File: src/rtl/tinker_fetch_pkg.sv
// -----------------------------------------------------------------------------
// tinker_fetch_pkg
// Shared types and constants for the Tinker instruction fetch stage.
//   INST_W / PC_W      : instruction word and program counter widths
//   RESET_PC_DEFAULT   : Tinker program start address
//   OPC_* / L_*        : instruction field positions
//   OPC_PRIV           : privileged opcode (with L==0 it is the halt word)
//   fetch_state_t      : fetch sequencer states
// -----------------------------------------------------------------------------
package tinker_fetch_pkg;

    localparam int INST_W = 32;
    localparam int PC_W   = 64;

    localparam logic [PC_W-1:0] RESET_PC_DEFAULT = 64'h2000;

    // Instruction layout: opcode [31:27], rd [26:22], rs [21:17], rt [16:12], L [11:0]
    localparam int OPC_MSB = 31;
    localparam int OPC_LSB = 27;
    localparam int L_MSB   = 11;
    localparam int L_LSB   = 0;

    localparam logic [4:0] OPC_PRIV = 5'h0F;

    typedef enum logic [1:0] {
        IDLE   = 2'd0,
        RUN    = 2'd1,
        HALTED = 2'd2
    } fetch_state_t;

    // True for the privileged halt encoding (opcode 0x0F, L == 0).
    function automatic logic is_priv_halt(input logic [INST_W-1:0] word);
        return (word[OPC_MSB:OPC_LSB] == OPC_PRIV) && (word[L_MSB:L_LSB] == '0);
    endfunction

endpackage

File: src/rtl/tinker_inst_fifo.sv
// -----------------------------------------------------------------------------
// tinker_inst_fifo
// Synchronous FIFO with first-word-fall-through head, used both as the
// instruction output buffer ({pc, word}) and as the in-flight pc queue.
//   clk, reset_n   : clock, asynchronous active-low reset
//   push_i/data_i  : write an entry (accepted when not full, or full with pop)
//   pop_i          : drop the head entry (ignored when empty)
//   flush_i        : discard all entries; wins over push and pop
//   head_o         : current head entry (undefined contents when empty)
//   count_o        : number of valid entries, 0..DEPTH
//   empty_o/full_o : occupancy flags
// DEPTH must be a power of two so the pointers wrap naturally.
// -----------------------------------------------------------------------------
module tinker_inst_fifo #(
    parameter int DEPTH = 4,
    parameter int WIDTH = 96
) (
    input  logic                     clk,
    input  logic                     reset_n,
    input  logic                     push_i,
    input  logic [WIDTH-1:0]         data_i,
    input  logic                     pop_i,
    input  logic                     flush_i,
    output logic [WIDTH-1:0]         head_o,
    output logic [$clog2(DEPTH):0]   count_o,
    output logic                     empty_o,
    output logic                     full_o
);

    localparam int PTR_W = $clog2(DEPTH);
    localparam int CNT_W = PTR_W + 1;

    logic [WIDTH-1:0] mem_q [DEPTH];
    logic [PTR_W-1:0] rd_ptr_q, wr_ptr_q;
    logic [CNT_W-1:0] count_q;
    logic             do_push, do_pop;

    assign empty_o = (count_q == '0);
    assign full_o  = (count_q == CNT_W'(DEPTH));
    assign count_o = count_q;
    assign head_o  = mem_q[rd_ptr_q];

    assign do_pop  = pop_i && !empty_o && !flush_i;
    // A full FIFO may still accept a push when the head leaves in the same cycle.
    assign do_push = push_i && !flush_i && (!full_o || do_pop);

    // NOTE: state registers use non-blocking assignments so every register
    // samples the pre-edge values, independent of statement order.
    always_ff @(posedge clk or negedge reset_n) begin
        if (!reset_n) begin
            rd_ptr_q <= '0;
            wr_ptr_q <= '0;
            count_q  <= '0;
        end else if (flush_i) begin
            rd_ptr_q <= '0;
            wr_ptr_q <= '0;
            count_q  <= '0;
        end else begin
            if (do_pop)  rd_ptr_q <= rd_ptr_q + PTR_W'(1);
            if (do_push) wr_ptr_q <= wr_ptr_q + PTR_W'(1);
            count_q <= count_q + CNT_W'(do_push) - CNT_W'(do_pop);
        end
    end

    // NOTE: storage is deliberately not reset; an entry is only read after it
    // has been written, and leaving it out of reset keeps it a plain RAM.
    always_ff @(posedge clk) begin
        if (do_push) mem_q[wr_ptr_q] <= data_i;
    end

endmodule

File: src/rtl/tinker_fetch.sv
// -----------------------------------------------------------------------------
// tinker_fetch
// Instruction fetch stage feeding tinker_core. Holds the PC, issues 32-bit
// word requests, buffers in-order responses with their pc and hands
// {instruction, inst_pc} to the core over valid/ready. Redirects flush the
// buffer and mark every in-flight response as wrong-path.
//
// Ports:
//   clk, reset_n                      clock, asynchronous active-low reset
//   imem_req_valid/ready/addr         request channel (addr always 4-aligned)
//   imem_resp_valid/data              in-order response channel
//   redirect_valid/pc                 PC change from the core (pc[1:0] ignored)
//   inst_valid/ready, instruction,    output instruction handshake; data
//   inst_pc                           reads 0 while inst_valid is low
//   fetch_halted                      only with TINKER_FETCH_HALT_EN
//
// Build option: define TINKER_FETCH_HALT_EN to stop fetching after a
// privileged halt word (opcode 0x0F, L==0) enters the buffer; a redirect
// resumes fetching.
// -----------------------------------------------------------------------------
module tinker_fetch
    import tinker_fetch_pkg::*;
#(
    parameter logic [PC_W-1:0] RESET_PC   = RESET_PC_DEFAULT,
    parameter int              FIFO_DEPTH = 4
) (
    input  logic              clk,
    input  logic              reset_n,
    output logic              imem_req_valid,
    input  logic              imem_req_ready,
    output logic [PC_W-1:0]   imem_req_addr,
    input  logic              imem_resp_valid,
    input  logic [INST_W-1:0] imem_resp_data,
    input  logic              redirect_valid,
    input  logic [PC_W-1:0]   redirect_pc,
    output logic              inst_valid,
    input  logic              inst_ready,
    output logic [INST_W-1:0] instruction,
    output logic [PC_W-1:0]   inst_pc
`ifdef TINKER_FETCH_HALT_EN
    ,
    output logic              fetch_halted
`endif
);

    localparam int                CNT_W     = $clog2(FIFO_DEPTH) + 1;
    localparam int                BUF_W     = PC_W + INST_W;
    localparam logic [CNT_W:0]    DEPTH_EXT = (CNT_W + 1)'(FIFO_DEPTH);

    fetch_state_t     state_q, state_d;
    logic [PC_W-1:0]  pc_q, pc_d;
    logic [CNT_W-1:0] discard_q, discard_d;

    logic [CNT_W-1:0] buf_count, outstanding, in_flight_next;
    logic [CNT_W:0]   occupancy;
    logic [BUF_W-1:0] buf_head;
    logic [PC_W-1:0]  pcq_head;
    logic             buf_empty, buf_full, pcq_empty, pcq_full;
    logic             req_fire, resp_fire, buf_push, buf_pop;
`ifdef TINKER_FETCH_HALT_EN
    logic             halt_push;
`endif

    // ---------------------------------------------------------------- request
    // Buffered plus in-flight words never exceed the buffer, so every
    // response is guaranteed a slot.
    assign occupancy      = {1'b0, buf_count} + {1'b0, outstanding};
    assign imem_req_valid = (state_q == RUN) && (occupancy < DEPTH_EXT) && !pcq_full;
    assign imem_req_addr  = pc_q;
    assign req_fire       = imem_req_valid && imem_req_ready;

    // --------------------------------------------------------------- response
    // The pc queue depth is the outstanding count; a response with nothing
    // outstanding is ignored.
    assign resp_fire = imem_resp_valid && !pcq_empty;
    assign buf_pop   = inst_valid && inst_ready && !redirect_valid;
    assign buf_push  = resp_fire && (discard_q == '0) && !redirect_valid &&
                       (!buf_full || buf_pop);

    // Words still owed by memory after this edge; all become wrong-path on a
    // redirect (or halt). Words already marked for discard are part of this
    // count, so it replaces the discard counter rather than adding to it.
    assign in_flight_next = outstanding + CNT_W'(req_fire) - CNT_W'(resp_fire);

`ifdef TINKER_FETCH_HALT_EN
    assign halt_push    = buf_push && is_priv_halt(imem_resp_data);
    assign fetch_halted = (state_q == HALTED);
`endif

    // NOTE: every variable assigned here gets its default first, so no path
    // leaves it unassigned and no latch is inferred.
    always_comb begin
        state_d   = state_q;
        pc_d      = pc_q;
        discard_d = discard_q;

        if (redirect_valid)  pc_d = redirect_pc & ~64'h3;
        else if (req_fire)   pc_d = pc_q + 64'd4;

        if (redirect_valid) begin
            discard_d = in_flight_next;
`ifdef TINKER_FETCH_HALT_EN
        end else if (halt_push) begin
            discard_d = in_flight_next;
`endif
        end else if (resp_fire && (discard_q != '0)) begin
            discard_d = discard_q - CNT_W'(1);
        end

        unique case (state_q)
            IDLE: state_d = RUN;
            RUN: begin
`ifdef TINKER_FETCH_HALT_EN
                if (halt_push) state_d = HALTED;
`endif
            end
`ifdef TINKER_FETCH_HALT_EN
            HALTED: if (redirect_valid) state_d = RUN;
`endif
            default: state_d = IDLE;
        endcase
    end

    always_ff @(posedge clk or negedge reset_n) begin
        if (!reset_n) begin
            state_q   <= IDLE;
            pc_q      <= RESET_PC;
            discard_q <= '0;
        end else begin
            state_q   <= state_d;
            pc_q      <= pc_d;
            discard_q <= discard_d;
        end
    end

    // ------------------------------------------------------------ pc tracking
    // Every accepted request leaves its pc here; the matching response pops
    // it, whether that response is kept or discarded.
    tinker_inst_fifo #(
        .DEPTH (FIFO_DEPTH),
        .WIDTH (PC_W)
    ) u_pc_queue (
        .clk     (clk),
        .reset_n (reset_n),
        .push_i  (req_fire),
        .data_i  (pc_q),
        .pop_i   (resp_fire),
        .flush_i (1'b0),
        .head_o  (pcq_head),
        .count_o (outstanding),
        .empty_o (pcq_empty),
        .full_o  (pcq_full)
    );

    // ------------------------------------------------------- output buffer
    tinker_inst_fifo #(
        .DEPTH (FIFO_DEPTH),
        .WIDTH (BUF_W)
    ) u_inst_buf (
        .clk     (clk),
        .reset_n (reset_n),
        .push_i  (buf_push),
        .data_i  ({pcq_head, imem_resp_data}),
        .pop_i   (buf_pop),
        .flush_i (redirect_valid),
        .head_o  (buf_head),
        .count_o (buf_count),
        .empty_o (buf_empty),
        .full_o  (buf_full)
    );

    assign inst_valid  = !buf_empty;
    assign instruction = buf_empty ? '0 : buf_head[INST_W-1:0];
    assign inst_pc     = buf_empty ? '0 : buf_head[BUF_W-1:INST_W];

endmodule
File: config.mk
export PLATFORM = sky130hd
export DESIGN_NAME = tinker_fetch
export DESIGN_NICKNAME = d
export VERILOG_FILES = /design/src/rtl/tinker_fetch_pkg.sv /design/src/rtl/tinker_inst_fifo.sv /design/src/rtl/tinker_fetch.sv
export SDC_FILE = /design/constraint.sdc
export NUM_CORES = 1
export LEC_CHECK = 0
export CAP_MARGIN = 40
export CORE_ASPECT_RATIO = 0.5
export CORE_MARGIN = 2
export CORE_UTILIZATION = 62
export DETAILED_ROUTE_END_ITERATION = 6
export PLACE_DENSITY_LB_ADDON = 0.1
export REMOVE_ABC_BUFFERS = 1
export SYNTH_ARGS = -nofsm -noshare
export SYNTH_HDL_FRONTEND = slang
export SYNTH_HIERARCHICAL = 1
export SYNTH_SLANG_ARGS = --single-unit
File: constraint.sdc
create_clock -name clk -period 8 [get_ports clk]
set_input_delay 1.2 -clock clk [delete_from_list [all_inputs] [get_ports clk]]
set_output_delay 1.2 -clock clk [all_outputs]
set_load 0.05 [all_outputs]
# [Word-level counts from Yosys, hierarchy flattened]
# Memories as Yosys holds them, arrays and structs flattened.
# Index checks and enable logic that the tools add are counted.
[word_totals] mem_count=2 elab_cells=77 ff_bits=83 mem_bits_rw=640
[mem_list] memory="u_inst_buf.mem_q" words=4 width=96 read_ports=1 rd_clocked_by_memory_dff=0 write_ports=1 line="tinker_inst_fifo.sv:33" text="logic [WIDTH-1:0] mem_q [DEPTH];"
[mem_list] memory="u_pc_queue.mem_q" words=4 width=64 read_ports=1 rd_clocked_by_memory_dff=0 write_ports=1 line="tinker_inst_fifo.sv:33"
[op_classes] magnitude_cmp=1 n_eq_ne=3 n_addsub=13 reduce_logical=33 n_mux=16
[ops] operator="$mux W64" n=3
[ops] operator="$add A64 B3 Y64 const B" n=1
[ops] operator="$mux W32" n=1
[ops] operator="$logic_and A1 B1 Y1" n=16
[ops] operator="$add A3 B1 Y3" n=3
[ops] operator="$logic_not A3 Y1" n=3
[ops] operator="$mux W3" n=3
[ops] operator="$sub A3 B1 Y3" n=3
[ops] operator="$add A2 B1 Y2 const B" n=4
[ops] operator="$mux W2" n=4
[ops] operator="$reduce_bool A2 Y1" n=4
[ops] operator="$eq A3 B3 Y1 const B" n=2
[ops] operator="$logic_not A1 Y1" n=5
[ops] operator="$add A3 B3 Y4" n=1
[ops] operator="$lt A4 B3 Y1 const B" n=1
[ops] operator="$mux W1" n=4
[ops] operator="$pmux W2 S2" n=1
[ops] operator="$logic_or A1 B1 Y1" n=3
[ops] operator="$reduce_bool A3 Y1" n=1
[ops] operator="$sub A3 B1 Y3 const B" n=1
[ops] operator="$eq A2 B1 Y1 const B" n=1
[ops] operator="$logic_not A2 Y1" n=1

# [Longest topological paths before layout]
# Gate-level depths: netlist of run 1.
[logic_depth] depth_word=11 depth_mapped=13 ltp_nobuf=12

# [By module]
# Netlist of run 1, hierarchy kept.
[by_module_without_submodules] module="tinker_inst_fifo at u_inst_buf" area_per_inst_um2=14302.5 seq_area_each_um2=11706.2 instances=1 cells_each=547
[by_module_without_submodules] module="tinker_inst_fifo at u_pc_queue" area_per_inst_um2=9713.1 seq_area_each_um2=7862.5 instances=1 cells_each=379
[by_module_without_submodules] module="tinker_fetch" area_per_inst_um2=4747.1 seq_area_each_um2=1652.8 instances=1 cells_each=580

# [Worst setup path after synthesis of run 1]
# OpenSTA, ideal clock, no wires.
[synth_timing] kind="input to register" start="input port redirect_valid" end="memory u_inst_buf.mem_q[0][0] (enable)" cell_stages=6 required_ns=7.534 slack_ns=2.755 arrival_ns=4.780 setup_ns=0.466 cell_sequence="buf_6 > nor3b_1 > nor2b_1 > nor4b_1 > nor3b_1 > and2_1"
[synth_between] elab_chain_cells=8 word_cells_on_any_way=12
[synth_rtl] item="start, declared" line="tinker_fetch.sv:34" text="input logic redirect_valid,"
[synth_rtl] item="$logic_not A1 Y1" line="tinker_fetch.sv:76" text="assign buf_pop = inst_valid && inst_ready && !redirect_valid;"
[synth_rtl] item="$logic_and A1 B1 Y1" line="tinker_fetch.sv:76"
[synth_rtl] item="named net buf_pop" line="tinker_fetch.sv:59" text="logic req_fire, resp_fire, buf_push, buf_pop;"
[synth_rtl] item="$logic_or A1 B1 Y1" line="tinker_fetch.sv:78" text="(!buf_full || buf_pop);"
[synth_rtl] item="$logic_and A1 B1 Y1" line="tinker_fetch.sv:77" text="assign buf_push = resp_fire && (discard_q == '0) && !redirect_valid &&"
[synth_rtl] item="named net buf_push" line="tinker_fetch.sv:59"
[synth_rtl] item="$logic_and A1 B1 Y1 (2 in a row)" line="tinker_inst_fifo.sv:45" text="assign do_push = push_i && !flush_i && (!full_o || do_pop);"
[synth_rtl] item="$mux W1" line="tinker_inst_fifo.sv:68" text="if (do_push) mem_q[wr_ptr_q] <= data_i;"
[synth_rtl] item="$mux W1 (implied by the code)" line="tinker_inst_fifo.sv:68"
[synth_rtl] item="end, declared" line="tinker_inst_fifo.sv:33"
# The timed path passes the listed nets, and every way through them passes these cells.

# [Final worst setup path of run 1]
[layout_timing] start="register u_inst_buf.rd_ptr_q[1]" end="output port inst_pc[34]"
[layout_between] elab_chain_cells=2
[layout_rtl] item="start, declared" line="tinker_inst_fifo.sv:34" text="logic [PTR_W-1:0] rd_ptr_q, wr_ptr_q;"
[layout_rtl] item="start signal, assigned" line="tinker_inst_fifo.sv:59" text="if (do_pop) rd_ptr_q <= rd_ptr_q + PTR_W'(1);"
[layout_rtl] item="$mem_v2 Z4 W96"
[layout_rtl] item="named net buf_head[66]" line="tinker_fetch.sv:56" text="logic [BUF_W-1:0] buf_head;"
[layout_rtl] item="$mux W64" line="tinker_fetch.sv:174" text="assign inst_pc = buf_empty ? '0 : buf_head[BUF_W-1:INST_W];"
[layout_rtl] item="end, declared" line="tinker_fetch.sv:39" text="output logic [PC_W-1:0] inst_pc"
# The timed path passes the listed nets, and every way through them passes these cells.

==> flow_summary_export.csv, run 1 <==
group,metric,value,unit
sta,period_share,60.0,%
critical_path,startpoint,"u_inst_buf/rd_ptr_q[1]",
power_and_ir_drop,sequentialPowerShare,56.3,%
sta,period_minus_slack,4.80,ns
placed_design,place_inst,2361,
synth,ys.warnings.count,6,
clock_network,cts.path.max_buffers,3,
placed_design,dp.final_hpwl,36.5,mm
synth,synth_cell_types,56,
synth,synth_largest_area_cell,"edfxtp_1",
power_and_ir_drop,powerDensity,223,nW/um^2
final_layout,fillCellCount,2556,
sta,timing.fmax,208,MHz
sta,worstMarginPinSlew,0.898,ns
final_layout,fin_area,34200,sq um
synth,synth_top_area_share,66.8,%
final_layout,final_cells,2474,
die,core-area,45500,sq um
clock_network,clock-sinks,720,
sta,setup_viol,0,
clock_network,htreeDepth,2,
synth,synth_cells,1506,
critical_path,end_kind,"primary output",
die,ios,264,
power_and_ir_drop,pwr-share-clk,37.6,%
synth,synthMostInstantiatedCell,"edfxtp_1",
routing,ant_nets,0,
clock_network,clk_pin_slew,0.07,ns
worst_hold_path,hold_path_class,"in2async",
critical_path,regToRegSetupSlack,3.72,ns
final_layout,multi_input_area,7130,sq um
global_routing,first_global_vias,15917,
critical_path,worst-endpoint-required,6.80,ns
critical_path,crit_end,"inst_pc[34]",
run_status,status,"finished, final reports clean",
global_routing,overflow,0,
global_routing,grt_pass1_wl,93.9,mm
critical_path,r2r_end,"u_pc_queue/mem_q[0][32]",
global_routing,grt_max_degree,100,
sta,skew,0.0325,ns
clock_network,cts_hold_buf,0,
clock_network,cts_tree,"yes",
clock_network,root_buffer,"clkbuf_16",
die,die_area,48200,sq um
power_and_ir_drop,vdd_drop_max,0.176,mV
final_layout,drive_above_1_share,17.1,%
run,drv_cap,0,
critical_path,startpoint_type,"flip-flop",
synth,synth_ff_type,"edfxtp_1",
sta,maxSlewViolCount,0,
die,fp.dieW,309,microns
synth,synth_seq_cells,720,
global_routing,antenna_found_initial,2,
final_layout,nNetsFinal,1917,
sta,maxSlewHeadroom,39.7,%
critical_path,r2r-start,"u_pc_queue/count_o[1]",
routing,via_per_inst,6.10,
synth,syn_avg_cell_area,19.1,sq um
routing,num_vias,15103,
final_layout,area_delta_synth_final,18.8,%
clock_network,cts_buffers,59,
critical_path,path_class,"reg2out",
synth,synth-edff-count,640,
synth,synthTopCellsByArea,"edfxtp_1 67%, mux4_2 13%, dfrtp_1 6.9%",
routing,post_drt_wl_per_cell,24.9,microns
clock_network,cts-resized-gates,0,
routing,first_pass_iters,5,
routing,wl,61.5,mm
power_and_ir_drop,internal-power,5.94,mW
critical_path,r2r_cells,8,
placed_design,routabilityCongestion,0.867,
die,die_h,156,microns
power_and_ir_drop,switchingPower,1.66,mW
synth,synthTopCellsByCount,"640 x edfxtp_1, 160 x mux4_2, 104 x nor2b_1",
power_and_ir_drop,p_leak,10.9,nW
critical_path,path_max_fanout,36,
synth,synthArstFlopShare,11.1,%
clock_network,cts_setup_buffers,0,
routing,drt_iter0_markers,1236,
sta,rsz0062_at_grt,"no",
die,rows,55,
sta,hold_viol,0,
final_layout,layout.area.seq,21200,sq um
critical_path,worstPathArrival,3.60,ns
synth,yosysSeqAreaShare,73.8,%
global_routing,track_usage,26.2,%
power_and_ir_drop,switching_share,21.9,%
power_and_ir_drop,p_comb_share,6.1,%
clock_network,clkLatencyLatePin,0.61,ns
placed_design,port_buffers,259,
routing,drc,0,
synth,synthesis.area,28800,sq um
placed_design,placed_area,32300,sq um
sta,whs,0.416,ns
die,floorplan.initialDensity,63.2,%
[cells in the final DEF (no fill, tap or decap), types with 10 or more instances in the layout]
cell and n:
buf_4 16, clkbuf_16 61, nor2_1 37, nand4_1 20
xnor2_1 44, o21ai_0 51, inv_1 17, conb_1 13
xor2_1 28, nand3_1 28, nor3_1 26, clkdlybuf4s50_1 257
edfxtp_1 640, clkbuf_1 22, buf_16 10, dfrtp_1 75
ha_1 17, mux4_2 160, nor2b_1 104, nand2_1 84
and3_1 10
[routing by layer]
layer	vias up	routed length [microns]	GRT usage, %
met5	-	0	0
met4	0	1290	6.71
met3	116	4210	3.81
met2	662	31700	45.0
met1	7844	24300	36.0
li1	6481	-	-
[worst max-delay path, cell delays in order, from the launching register on]
cell and delay [ns]:
dfrtp_4 0.83, buf_4 0.51, buf_12 0.30, mux4_2 0.23, nor2b_1 0.22, clkdlybuf4s50_1 0.87
[power by group through the flow]
| stage | clock, mW | combinational [mW] | sequential [mW] |
|---|---|---|---|
| global route | 3.04 | 0.494 | 4.29 |
| finish | 2.86 | 0.465 | 4.28 |
| detailed placement | 0 | 0.464 | 4.36 |
| global placement | 0 | 0.444 | 4.35 |
| floorplan | 0 | 0.159 | 4.43 |
| CTS | 2.90 | 0.468 | 4.28 |
[how the worst min path moves through the flow]
stage / from / end / slack, ns / cells after the start
global route: reset_n / imem_req_addr[5] / 0.41 / 1
global placement: discard_q[1] / discard_q[1] / 0.56 / 2
detailed placement: imem_req_addr[13] / u_pc_queue/mem_q[2][13] / 0.56 / 0
floorplan: discard_q[1] / discard_q[1] / 0.52 / 2
CTS: reset_n / imem_req_addr[5] / 0.41 / 1
finish: reset_n / imem_req_addr[7] / 0.42 / 1
[per-stage QoR]
step / setup WS (ns) / utilization [%] / power [mW] / setup TNS (ns)
global placement: 2.82 / 70.2 / 4.80 / 0
floorplan: -0.267 / - / 4.59 / -108.38
finish: 3.20 / 75.1 / 7.60 / 0
CTS: 3.13 / 75.1 / 7.65 / 0
global route: 3.04 / 75.1 / 7.83 / 0
detailed placement: 2.78 / 70.9 / 4.82 / 0
[registers in the layout, summed over array words and instances (netlist names)]
name / cells
u_inst_buf/mem_q: 384
u_pc_queue/mem_q: 256
imem_req_addr: 62
discard_q: 3
u_inst_buf/count_o: 3
u_pc_queue/count_o: 3
u_inst_buf/rd_ptr_q: 2
u_inst_buf/wr_ptr_q: 2
u_pc_queue/rd_ptr_q: 2
u_pc_queue/wr_ptr_q: 2
state_q: 1
[cell families after synthesis]
family / synth area share, %
flip-flops: 73.8
AND/OR/NAND/NOR: 7.20
multiplexers: 13.0
buffers and inverters: 1.66
XOR/XNOR: 2.19
AO/OA/AOI/OAI: 1.22
adder cells (fa/ha/maj): 0.948
other: 0.0261
[cell type report]
class,instances,share of cell area [%]
flip-flops and latches,720,62.2
multi-input cells,709,20.9
well taps,627,2.30
clock inverters,23,0.659
repair buffers,287,8.90
diodes,2,0.0146
inverters,18,0.198
clock buffers,88,4.91
Note: power is estimated with default switching activity, not from simulation.
==> inputs of run 2 (changes only) <==
--- a/config.mk
+++ b/config.mk
@@ -8,7 +8,7 @@
 export CAP_MARGIN = 40
 export CORE_ASPECT_RATIO = 0.5
 export CORE_MARGIN = 2
-export CORE_UTILIZATION = 62
+export CORE_UTILIZATION = 57
 export DETAILED_ROUTE_END_ITERATION = 6
 export PLACE_DENSITY_LB_ADDON = 0.1
 export REMOVE_ABC_BUFFERS = 1
==> constraint.sdc (replaced) <==
create_clock -name clk -period 4.9 [get_ports clk]
set_input_delay 0.735 -clock clk [delete_from_list [all_inputs] [get_ports clk]]
set_output_delay 0.735 -clock clk [all_outputs]
set_load 0.05 [all_outputs]
==> run 2 against run 1 <==
Net effect:
- core utilization shrank 6.5 points
- routed wire length grew 0.34%
- setup slack lost 2.4 ns
- die area grew 8.6%
- global-route usage shrank 2.1 points
- design area grew 0.34%
- highest routed layer unchanged
==> flow_summary_export.csv, run 2 (synthesis gave the netlist of run 1 again) <==
group,metric,value,unit
sta,skew,0.0299,ns
power_and_ir_drop,powerDensity,366,nW/um^2
global_routing,grt_pass1_wl,93.8,mm
critical_path,worstPathArrival,3.36,ns
critical_path,crit_end,"instruction[2]",
final_layout,largest_reg_flops,384,
die,die_h,163,microns
power_and_ir_drop,switching_share,22.0,%
global_routing,overflow,0,
clock_network,root_buffer,"clkbuf_16",
final_layout,area_delta_synth_final,19.2,%
critical_path,end_kind,"primary output",
critical_path,path_class,"reg2out",
clock_network,htreeDepth,2,
routing,wl,61.8,mm
critical_path,worst-endpoint-required,4.16,ns
sta,period_minus_slack,4.10,ns
clock_network,cts_tree,"yes",
clock_network,cts_setup_buffers,0,
global_routing,grt_max_degree,98,
critical_path,startpoint,"u_inst_buf/rd_ptr_q[0]",
placed_design,place_ws,0.875,ns
clock_network,clock-sinks,720,
routing,ant_nets,0,
sta,maxSlewViolCount,0,
routing,num_vias,14946,
sta,hold_viol,0,
clock_network,clkLatencyLatePin,0.61,ns
placed_design,port_buffers,259,
final_layout,top_register,"u_inst_buf/mem_q",
global_routing,track_usage,24.1,%
clock_network,cts_buffers,60,
sta,period_share,83.6,%
final_layout,drive_above_1_share,17.7,%
critical_path,path_buf_inv,2,
power_and_ir_drop,pwr-share-clk,38.3,%
critical_path,r2r-start,"u_pc_queue/count_o[1]",
run,drv_cap,0,
power_and_ir_drop,internal-power,9.78,mW
clock_network,cts-resized-gates,0,
routing,drc,0,
sta,rsz0062_at_grt,"no",
die,fp.dieW,322,microns
critical_path,regToRegSetupSlack,1.33,ns
critical_path,cpLargestDelayFamily,"buffers and inverters",
sta,fin_ws,0.805,ns
final_layout,final_common_cell,"edfxtp_1",
routing,first_pass_iters,5,
global_routing,antenna_found_initial,0,
critical_path,worst_path_max_delay_cell,"dfrtp_4",
die,core-area,50000,sq um
critical_path,startpoint_type,"flip-flop",
die,die_area,52400,sq um
critical_path,crit_chain,"buf_4 > mux4_2 > nor2b_1 > clkdlybuf4s50_1",
die,floorplan.initialDensity,57.5,%
sta,worstMarginPinSlew,0.825,ns
power_and_ir_drop,total_power,12.5,mW
run_status,status,"finished, final reports clean",
clock_network,cts.path.max_buffers,3,
routing,drt_iter0_markers,1407,
final_layout,n_antenna_cell,0,
worst_hold_path,hold_path_class,"in2async",
final_layout,final_cell_mix,"640 x edfxtp_1, 257 x clkdlybuf4s50_1, 160 x mux4_2, 104 x nor2b_1, 84 x nand2_1",
critical_path,cp_num_cells,4,
sta,maxSlewHeadroom,45.0,%
global_routing,first_global_vias,15794,
power_and_ir_drop,p_leak,10.9,nW
die,ios,264,
clock_network,cts_hold_buf,0,
critical_path,cpPeakStageDelay,0.92,ns
sta,setup_viol,0,
placed_design,dp.final_hpwl,37.3,mm
power_and_ir_drop,vdd_drop_max,0.302,mV
routing,post_drt_wl_per_cell,24.6,microns
clock_network,clk_pin_slew,0.07,ns
power_and_ir_drop,p_comb_share,6.0,%
final_layout,nNetsFinal,1920,
die,rows,58,
placed_design,routabilityCongestion,0.907,
final_layout,final_core_util,68.6,%
critical_path,r2r_cells,9,
routing,via_per_inst,5.96,
critical_path,path_max_fanout,29,
critical_path,r2r_end,"u_pc_queue/mem_q[3][53]",
sta,timing.fmax,244,MHz
power_and_ir_drop,sequentialPowerShare,55.7,%
power_and_ir_drop,switchingPower,2.76,mW
-- run 2: stage by stage --
stage	hold WS, ns	std cells	setup TNS, ns	cell area (sq um)
after detailed placement	0.567	2396	0	32300
after floorplan	0.439	1447	-1568.47	28400
after global placement	0.545	2394	0	32300
after CTS	0.184	2509	0	34300
final	0.176	2509	0	34300
after global routing	0.217	2509	0	34300
-- run 2: cell type report --
cell class,count,area [sq um]
Clock buffer,77,1630
Clock inverter,36,349
Fill cell,3212,15700
Inverter,18,67.6
Multi-Input combinational cell,709,7130
Sequential cell,720,21200
Tap cell,660,826
Timing Repair Buffer,289,3050
-- run 2: power groups by stage --
stage / registers (mW) / logic (mW) / clock network [mW]
after floorplan: 7.23 / 0.260 / 0
after global placement: 7.11 / 0.734 / 0
after detailed placement: 7.12 / 0.757 / 0
after CTS: 6.98 / 0.762 / 4.87
after global routing: 7.00 / 0.808 / 5.13
final: 6.99 / 0.757 / 4.80
-- run 2: worst register-to-register path: stages, from the launching register on --
cell     delay (ns)
dfrtp_1        0.63
ha_1           0.33
nand3_1        0.07
and3_1         0.15
buf_4          0.22
nand2_1        0.20
inv_2          0.32
nor3b_2        0.38
and2_4         0.58
buf_12         0.34
-- run 2: how the worst min path moves through the flow --
stage	startpoint	endpoint	slack, ns	cells after the start
3_5_place_dp	imem_req_addr[13]	u_pc_queue/mem_q[3][13]	0.57	0
2_1_floorplan	reset_n	discard_q[0]	0.44	0
4_1_cts	reset_n	imem_req_addr[3]	0.18	1
6_report	reset_n	imem_req_addr[3]	0.18	1
3_3_place_gp	discard_q[1]	discard_q[1]	0.55	2
5_1_grt	reset_n	imem_req_addr[34]	0.22	1
-- run 2: layer usage --
layer,vias up,wire [microns],global-route usage (%),part of all wire [%]
met4,0,1090,5.59,1.8
met1,7851,25600,33.8,41
met5,-,0,0,0
met2,515,31400,40.8,51
li1,6484,-,-,-
met3,96,3680,3.49,6.0
==> inputs of run 3 (changes only) <==
--- a/config.mk
+++ b/config.mk
@@ -8,7 +8,7 @@
 export CAP_MARGIN = 40
 export CORE_ASPECT_RATIO = 0.5
 export CORE_MARGIN = 2
-export CORE_UTILIZATION = 57
+export CORE_UTILIZATION = 52
 export DETAILED_ROUTE_END_ITERATION = 6
 export PLACE_DENSITY_LB_ADDON = 0.1
 export REMOVE_ABC_BUFFERS = 1
==> constraint.sdc (replaced) <==
create_clock -name clk -period 3.65 [get_ports clk]
set_input_delay 0.5475 -clock clk [delete_from_list [all_inputs] [get_ports clk]]
set_output_delay 0.5475 -clock clk [all_outputs]
set_load 0.05 [all_outputs]
==> run 3 against run 2 <==
Net effect:
- flip-flop and latch count unchanged
- highest routed layer unchanged
- largest power group unchanged
- via count is 0.56% higher
- global-route usage fell by 1.8 points
- sequential share of layout area decreased by 0.81 points
- first-iteration DRC count is 1.6% lower
- critical path type unchanged
- critical endpoint is now inst_pc[28]
==> flow_summary_export.csv, run 3 (synthesis gave the netlist of run 1 again) <==
group,metric,value,unit
power_and_ir_drop,vdd_drop_max,0.328,mV
placed_design,place_ws,0.327,ns
clock_network,clock-sinks,720,
final_layout,n_antenna_cell,0,
final_layout,drive_above_1_share,18.7,%
global_routing,track_usage,22.3,%
placed_design,routabilityCongestion,0.899,
critical_path,regToRegSetupSlack,0.55,ns
critical_path,startpoint_type,"flip-flop",
final_layout,largest_reg_flops,384,
clock_network,cts_tree,"yes",
sta,skew,0.0256,ns
worst_hold_path,hold_path_class,"in2async",
sta,maxSlewHeadroom,39.4,%
final_layout,top_register,"u_inst_buf/mem_q",
routing,ant_nets,0,
global_routing,grt_max_degree,98,
power_and_ir_drop,switchingPower,3.69,mW
final_layout,fillCellCount,3781,
critical_path,r2r_end,"u_pc_queue/mem_q[1][44]",
sta,worstMarginPinSlew,0.909,ns
die,rows,60,
sta,period_share,97.1,%
power_and_ir_drop,pwr-share-clk,37.7,%
power_and_ir_drop,sequentialPowerShare,56.1,%
clock_network,htreeDepth,2,
die,fp.dieW,337,microns
final_layout,final_cell_mix,"640 x edfxtp_1, 213 x clkdlybuf4s50_1, 160 x mux4_2, 104 x nor2b_1, 84 x nand2_1",
routing,drc,0,
critical_path,r2r_cells,8,
critical_path,worstPathArrival,3.00,ns
die,die_area,57300,sq um
power_and_ir_drop,powerDensity,482,nW/um^2
sta,rsz0062_at_grt,"no",
sta,fin_ws,0.106,ns
sta,setup_viol,0,
die,core-area,54200,sq um
clock_network,cts_buffers,60,
clock_network,clkLatencyLatePin,0.63,ns
placed_design,place_inst,2513,
sta,timing.fmax,282,MHz
sta,hold_viol,0,
clock_network,clk_pin_slew,0.07,ns
critical_path,path_max_fanout,32,
routing,num_vias,15030,
die,die_h,170,microns
sta,whs,0.0662,ns
final_layout,final_cells,2624,
global_routing,overflow,0,
final_layout,area_delta_synth_final,20.8,%
run,drv_cap,0,
critical_path,startpoint,"u_inst_buf/rd_ptr_q[0]",
routing,post_drt_wl_per_cell,24.1,microns
clock_network,root_buffer,"clkbuf_16",
placed_design,dp.final_hpwl,39.0,mm
clock_network,cts_setup_buffers,0,
critical_path,worst-endpoint-required,3.10,ns
clock_network,cts.path.max_buffers,3,
placed_design,port_buffers,259,
routing,wl,63.2,mm
critical_path,end_kind,"primary output",
die,ios,264,
power_and_ir_drop,p_comb_share,6.2,%
die,floorplan.initialDensity,53.1,%
final_layout,nNetsFinal,1953,
sta,maxSlewViolCount,0,
critical_path,path_class,"reg2out",
power_and_ir_drop,internal-power,13.0,mW
global_routing,first_global_vias,16019,
run_status,status,"finished, final reports clean",
final_layout,fin_area,34700,sq um
global_routing,antenna_found_initial,0,
power_and_ir_drop,p_leak,11.7,nW
placed_design,placed_area,32700,sq um
global_routing,grt_pass1_wl,94.7,mm
sta,period_minus_slack,3.54,ns
routing,first_pass_iters,5,
critical_path,r2r-start,"u_pc_queue/count_o[1]",
final_layout,final_common_cell,"edfxtp_1",
routing,via_per_inst,5.73,
routing,drt_iter0_markers,1384,
power_and_ir_drop,switching_share,22.0,%
run 3: changes by cell type in the layout (fill, tap and decap cells not counted), moves of 4 or more:
cell / delta
buf_4: +26
buf_12: +9
clkinv_1: +5
clkbuf_1: +4
dlygate4sd2_1: +9
clkdlybuf4s50_1: -44
dlymetal6s2s_1: +34
clkinv_2: -10
run 3: through the flow:
stage,setup TNS (ns),utilization (%),power [mW]
floorplan,-2281.56,-,10.1
global placement,0,60.4,10.5
detailed placement,0,60.4,10.6
CTS,0,63.9,16.9
global route,0,64.1,17.2
finish,0,64.1,16.7
run 3: cell type report:
cell class / instances / area, sq um / share of cell area [%]
multi-input cells: 709 / 7130 / 20.5
repair buffers: 322 / 3460 / 9.95
well taps: 744 / 931 / 2.68
flip-flops and latches: 720 / 21200 / 61.1
clock buffers: 81 / 1630 / 4.69
inverters: 18 / 67.6 / 0.195
clock inverters: 30 / 280 / 0.807
run 3: power groups by stage:
stage	Clock (mW)	Combinational, mW	Sequential, mW
6_report	6.31	1.04	9.38
5_1_grt	6.74	1.11	9.40
4_1_cts	6.44	1.05	9.38
3_5_place_dp	0	1.04	9.55
3_3_place_gp	0	1.01	9.53
2_1_floorplan	0	0.349	9.70
run 3: how the worst max path moves through the flow:
stage | cells past startpoint | end | slack [ns]
after floorplan | 5 | u_inst_buf/mem_q[0][0] | -4.62
after global placement | 8 | u_inst_buf/mem_q[2][93] | 0.35
after detailed placement | 8 | u_inst_buf/mem_q[1][7] | 0.33
after CTS | 4 | inst_pc[42] | 0.001
after global routing | 4 | inst_pc[1] | 0.001
final | 4 | inst_pc[28] | 0.11
run 3: worst max-delay path: stages, from the launching register on:
cell and delay [ns]:
dfrtp_4 0.59, buf_12 0.30, mux4_2 0.53, nor2b_1 0.16
clkdlybuf4s50_1 0.76
run 3: what timing repair did:
item,CTS,global route
hold buffers,0,0
setup endpoints to repair,9,34
gates resized for setup,9,34
gates cloned,0,0
run 3: layer usage:
layer / global-route usage, % / up-vias / wire length (microns)
met3: 3.50 / 108 / 3160
li1: - / 6569 / -
met4: 6.06 / 0 / 1460
met5: 0 / - / 0
met1: 30.2 / 7899 / 26900
met2: 38.0 / 454 / 31800
